$ cat src/rtl/sram_latency_fifo_ctrl.sv
`timescale 1ns/1ps
`default_nettype none
// ============================================================================
// Module   : sram_latency_fifo_ctrl
// Function : ready/valid FIFO over a fixed-latency dual-port SRAM; reads are
//            issued ahead under credit control into a register output buffer.
// Revision : 1.0 - initial release
// ============================================================================
module sram_latency_fifo_ctrl #(
  parameter int WIDTH   = 8,
  parameter int DEPTH   = 8,
  parameter int LATENCY = 5,
  parameter int ADDR_W  = $clog2(DEPTH)
) (
  input  logic              clk_i,
  input  logic              rst_i,
  input  logic              up_vld_i,
  output logic              up_rdy_o,
  input  logic [WIDTH-1:0]  up_data_i,
  output logic              dn_vld_o,
  input  logic              dn_rdy_i,
  output logic [WIDTH-1:0]  dn_data_o,
  output logic              sram_wen_o,
  output logic [ADDR_W-1:0] sram_waddr_o,
  output logic [WIDTH-1:0]  sram_wdata_o,
  output logic              sram_ren_o,
  output logic [ADDR_W-1:0] sram_raddr_o,
  input  logic [WIDTH-1:0]  sram_data_i,
  input  logic              sram_vld_i
);

  localparam int OBUF_DEPTH = LATENCY + 2;
  localparam int c_CNT_W    = $clog2(DEPTH + 1);
  localparam int c_INF_W    = $clog2(LATENCY + 1);
  localparam int c_OB_AW    = $clog2(OBUF_DEPTH);
  localparam int c_OB_CW    = $clog2(OBUF_DEPTH + 1);
  localparam int c_SUM_W    = $clog2(OBUF_DEPTH + LATENCY + 1);

  logic [ADDR_W-1:0]  r_wptr;
  logic [ADDR_W-1:0]  r_rptr;
  logic [c_CNT_W-1:0] r_sram_cnt;
  logic [c_INF_W-1:0] r_inflight;
  logic [c_OB_AW-1:0] r_ob_wptr;
  logic [c_OB_AW-1:0] r_ob_rptr;
  logic [c_OB_CW-1:0] r_ob_cnt;
  logic [WIDTH-1:0]   r_obuf [OBUF_DEPTH];

  logic               w_push;
  logic               w_issue;
  logic               w_pop;
  logic [c_SUM_W-1:0] w_credit_sum;

  assign up_rdy_o = (r_sram_cnt != c_CNT_W'(DEPTH));
  assign w_push   = up_vld_i & up_rdy_o & ~rst_i;

  // Credits cover every occupied or reserved obuf slot, so a returning word always has room.
  assign w_credit_sum = c_SUM_W'(r_ob_cnt) + c_SUM_W'(r_inflight);
  assign w_issue      = (r_sram_cnt != '0) & (w_credit_sum < c_SUM_W'(OBUF_DEPTH)) & ~rst_i;

  assign dn_vld_o  = (r_ob_cnt != '0);
  assign w_pop     = dn_vld_o & dn_rdy_i;
  assign dn_data_o = r_obuf[r_ob_rptr];

  assign sram_wen_o   = w_push;
  assign sram_waddr_o = r_wptr;
  assign sram_wdata_o = up_data_i;
  assign sram_ren_o   = w_issue;
  assign sram_raddr_o = r_rptr;

  always_ff @(posedge clk_i) begin
    if (rst_i) begin
      r_wptr     <= '0;
      r_rptr     <= '0;
      r_sram_cnt <= '0;
      r_inflight <= '0;
      r_ob_wptr  <= '0;
      r_ob_rptr  <= '0;
      r_ob_cnt   <= '0;
    end else begin
      if (w_push)
        r_wptr <= (r_wptr == ADDR_W'(DEPTH - 1)) ? '0 : r_wptr + ADDR_W'(1);
      if (w_issue)
        r_rptr <= (r_rptr == ADDR_W'(DEPTH - 1)) ? '0 : r_rptr + ADDR_W'(1);
      if (sram_vld_i)
        r_ob_wptr <= (r_ob_wptr == c_OB_AW'(OBUF_DEPTH - 1)) ? '0 : r_ob_wptr + c_OB_AW'(1);
      if (w_pop)
        r_ob_rptr <= (r_ob_rptr == c_OB_AW'(OBUF_DEPTH - 1)) ? '0 : r_ob_rptr + c_OB_AW'(1);

      case ({w_push, w_issue})
        2'b10:   r_sram_cnt <= r_sram_cnt + c_CNT_W'(1);
        2'b01:   r_sram_cnt <= r_sram_cnt - c_CNT_W'(1);
        default: ;
      endcase

      case ({w_issue, sram_vld_i})
        2'b10:   r_inflight <= r_inflight + c_INF_W'(1);
        2'b01:   r_inflight <= r_inflight - c_INF_W'(1);
        default: ;
      endcase

      case ({sram_vld_i, w_pop})
        2'b10:   r_ob_cnt <= r_ob_cnt + c_OB_CW'(1);
        2'b01:   r_ob_cnt <= r_ob_cnt - c_OB_CW'(1);
        default: ;
      endcase
    end
  end

  // Data storage carries no reset; occupancy is tracked by the counters above.
  always_ff @(posedge clk_i) begin
    if (sram_vld_i)
      r_obuf[r_ob_wptr] <= sram_data_i;
  end

  always_ff @(posedge clk_i) begin
    if (!rst_i) begin
      assert (!(sram_vld_i && (r_inflight == '0)))
        else $error("sram_vld_i with no read outstanding");
      assert (!(sram_vld_i && (r_ob_cnt == c_OB_CW'(OBUF_DEPTH))))
        else $error("output buffer written while full");
    end
  end

endmodule
`default_nettype wire

$ cat config.mk
export PLATFORM = sky130hd
export DESIGN_NAME = sram_latency_fifo_ctrl
export DESIGN_NICKNAME = d
export VERILOG_FILES = /design/src/rtl/sram_latency_fifo_ctrl.sv
export SDC_FILE = /design/constraint.sdc
export NUM_CORES = 1
export LEC_CHECK = 0
export CAP_MARGIN = 20
export CORE_MARGIN = 5
export CORE_UTILIZATION = 49
export DETAILED_ROUTE_END_ITERATION = 7
export PLACE_DENSITY = 0.73
export SLEW_MARGIN = 20
export SYNTH_ARGS = -nofsm -noshare
export SYNTH_HDL_FRONTEND = slang
export SYNTH_SLANG_ARGS = --single-unit
$ cat constraint.sdc
create_clock -name clk_i -period 5.5 [get_ports clk_i]
set_input_delay 1.1 -clock clk_i [delete_from_list [all_inputs] [get_ports clk_i]]
set_output_delay 1.1 -clock clk_i [all_outputs]
set_load 0.01 [all_outputs]
==> key figures <==
Global route
  • First-pass GRT wire length: 10.0 mm
  • GRT Total Usage: roughly 15%
  • Vias in the first global route: roughly 2100
  • Gr ovfl total: 0
  • Pin count of the biggest net entering global routing: 25
  • Initial antenna violation count: 0

Pwr
  • Leak Pwr: 1.44 nW
  • PD cells: 403 mW/mm^2
  • Maximum vdd drop: approximately 260 uV
  • Seq pwr share: about half
  • Final Power: ~1.6 mW
  • Switch Pwr: 0.499 mW
  • P_int: about 1.1 mW
  • Clock Power Share: between 20% and 30%
  • Combinational power share: about 29%
  • Net Sw Frac: a little under a third

Synth
  • Mux contribution to synthesized area: a little under an eighth
  • XOR/XNOR Fraction of Synth Area: between 1.5 and 2%
  • Cell taking the most area after synthesis: edfxtp_1
  • Ys Warns: 0
  • Simple-Gate Fraction of Synth Area: under 10%
  • Number of distinct library cells after synthesis: 37
  • Synthesized Nets: between 200 and 300
  • Top_reg_cell synth: edfxtp_1
  • Post-Synthesis Cell Area: 0.00354 mm^2
  • Async S/R FF share, synth: 0%
  • Share of the synthesized area in the top cell type: about 47%
  • Post-synth EDFFs: between 50 and 60
  • Mapped Cells: around 260
  • Largest family of logic cells by synthesized area: multiplexers
  • Top cells by area, synth: edfxtp_1 47%, dfxtp_1 14%, mux4_1 4.4%
  • FF+latch count, synth: 81
  • Post-Synth Adder-Cell Area: under 10%
  • Mean Syn Cell Area: approximately 14 um^2
  • Post-synthesis compound-gate area fraction: 5.65%
  • Sequential cell area fraction in the yosys report: approximately three fifths

Final layout
  • Post-route cell area: 0.00405 mm^2
  • # nets final: about 320
  • Post-Layout Cell Count: 390
  • Layout cells sized above 1: between 10% and 20%
  • Area growth, synth to finish: 14.2%
  • Fillers: slightly above 600
  • Post-layout util: 56.7%
  • ANT cells: 0

Die
  • Die Ht: between 90 and 100 um
  • Row count: 31
  • Core area: 0.00714 mm^2
  • Starting Density: about half
  • I/O pin cnt: 47
  • Die width: roughly 95 um
  • Die area: around 0.0090 mm^2

Clock tree
  • CTS sink count: approximately 80
  • H-Tree Depth: 3
  • CTS tree: done
  • Root buffer cell: clkbuf_8
  • Clock transition at path regs: approximately 0.080 ns
  • Resized Gates After CTS: 0
  • CTS Buf Count: 9
  • Clock Latency Late Sink: about 0.34 ns
  • Hold buffer count at CTS: 0
  • CTS max path bufs: 2
  • Post-CTS setup buffer count: 0

Routing
  • Post-route ant nets: 0
  • Via count: 2037
  • Router iterations before antenna repair: 4
  • Vias per cell: about 5.2
  • Number of DRC markers in iteration 0: 51
  • Remaining DRCs: 0
  • Drt total wl: ~6.1 mm
  • DR WL/cell: approximately 16 um

Timing
  • Worst slew margin: ~36%
  • Slew @ Worst Pin: 0.965 ns
  • Fin. Hold Viols: 0
  • Endpoints failing setup: 0
  • Final Skew: 0.00909 ns
  • Tmin final: ~4 ns
  • Tcrit/Tclk final: ~74%
  • Final Max Slew Viols: 0
  • F_max: roughly 250 MHz
  • TNS Setup: 0 ns
  • RSZ-0062 raised after global routing: false

Critical path
  • Setup CP Type: primary input to primary output
  • Worst-path fanout max: 13
  • WP data required: 4.40 ns
  • Worst reg-to-reg path cell count: 12
  • Critical path endpoint category: primary output
  • Startpoint class of the critical path: primary input
  • CP Data Arrival Time: roughly 3.0 ns

Run
  • Count of max-cap constraint violations: 0

Status
  • Status: finished, final reports clean

Placement
  • Placed cell count: approximately 370
  • Area after DPL: slightly below 0.004 mm^2
  • Hpwl dp: approximately 4.0 mm
  • I/O Buffers: 30
  • Final GP Congestion: ~0.74

Worst hold path
  • WHS Path Cells: 2
  • Hold Crit Class: flop to flop
[path summary, 6_finish.rpt]
check | startpoint | slack, ns | endpoint
setup / recovery | rst_i | 1.45 | sram_wen_o
hold / removal | sram_waddr_o[1]$_SDFFE_PP0P_ | 0.49 | sram_waddr_o[1]$_SDFFE_PP0P_
setup reg to reg | r_ob_cnt[0]$_SDFFE_PP0P_ | 2.37 | r_sram_cnt[3]$_SDFFE_PP0P_
hold reg to reg | sram_waddr_o[1]$_SDFFE_PP0P_ | 0.49 | sram_waddr_o[1]$_SDFFE_PP0P_
[metrics by stage]
| stage | hold slack, ns | setup WS, ns |
|---|---|---|
| 5_1_grt | 0.518 | 1.33 |
| 4_1_cts | 0.488 | 1.45 |
| 6_report | 0.488 | 1.45 |
| 3_3_place_gp | 0.476 | 1.45 |
| 2_1_floorplan | 0.460 | 2.56 |
| 3_5_place_dp | 0.473 | 1.44 |
[flip-flops by register name, indices dropped and copies added (netlist names), named ones only]
register      count
r_obuf           56
r_sram_cnt        4
r_inflight        3
r_ob_cnt          3
r_ob_rptr         3
r_ob_wptr         3
sram_raddr_o      3
sram_waddr_o      3
[worst max-delay path, cell delays in order]
cell and delay (ns):
clkdlybuf4s50_1 0.63, buf_4 0.30, or2_2 0.31, inv_1 0.07, clkdlybuf4s50_1 0.53
[power groups by stage]
stage / Sequential, mW / Combinational [mW] / Clock (mW)
floorplan: 0.767 / 0.357 / 0
global placement: 0.799 / 0.461 / 0
detailed placement: 0.801 / 0.471 / 0
CTS: 0.789 / 0.475 / 0.387
global route: 0.799 / 0.529 / 0.414
finish: 0.787 / 0.469 / 0.378
[layout make-up]
| type | instances | area [um^2] | share of cell area [%] |
|---|---|---|---|
| inverter | 12 | 45.0 | 1.11 |
| clock inverter | 6 | 33.8 | 0.835 |
| multi-input combinational | 149 | 1200 | 29.7 |
| tap | 99 | 124 | 3.06 |
| sequential | 81 | 2180 | 53.9 |
| timing repair buffer | 33 | 323 | 7.98 |
| clock buffer | 10 | 138 | 3.40 |
[cells in the final DEF (no fill, tap or decap), drive strengths merged, types with 3 or more instances in the layout]
| master | Yosys | layout |
|---|---|---|
| ha | 12 | 12 |
| xor2 | 7 | 7 |
| nand2 | 19 | 19 |
| nor2 | 20 | 20 |
| o21ai | 11 | 11 |
| inv | 12 | 12 |
| clkinv | 0 | 4 |
| nand3 | 3 | 3 |
| fa | 4 | 4 |
| nand2b | 3 | 3 |
| mux2i | 9 | 9 |
| mux4 | 8 | 8 |
| mux2 | 11 | 11 |
| edfxtp | 56 | 56 |
| or3 | 4 | 4 |
| dfxtp | 25 | 25 |
| nor3 | 3 | 3 |
| a21oi | 19 | 19 |
| clkdlybuf4s50 | 0 | 30 |
| nor2b | 3 | 3 |
| clkbuf | 4 | 10 |
| buf | 12 | 3 |
[layer usage]
metal	vias up	global-route usage, %	wire [um]
met3	17	3.24	266
met2	51	24.3	2950
met1	976	18.2	2710
met5	-	0	0
met4	0	7.93	157
li1	993	-	-
[logic make-up (layout without fill, tap and decap cells)]
family	Yosys count	in the layout
XOR/XNOR	7	7
adder cells (fa/ha/maj)	16	16
buffers and inverters	28	61
AO/OA/AOI/OAI	36	36
multiplexers	28	28
flip-flops	81	81
AND/OR/NAND/NOR	62	62
[Yosys cell counts, types with 2 or more instances]
| cell | count |
|---|---|
| nor2_1 | 20 |
| clkbuf_1 | 4 |
| inv_1 | 12 |
| nand3_1 | 3 |
| dfxtp_1 | 25 |
| a21oi_1 | 19 |
| xor2_1 | 7 |
| nand2b_1 | 3 |
| ha_1 | 12 |
| mux2i_1 | 9 |
| nand2_1 | 19 |
| or3_1 | 4 |
| edfxtp_1 | 56 |
| or2_2 | 2 |
| nor3_1 | 3 |
| mux4_2 | 2 |
| nor2b_1 | 3 |
| o21ai_0 | 11 |
| buf_4 | 8 |
| mux4_1 | 6 |
| fa_1 | 4 |
| mux2_2 | 11 |
No activity file was read; power rests on OpenSTA's default activity.
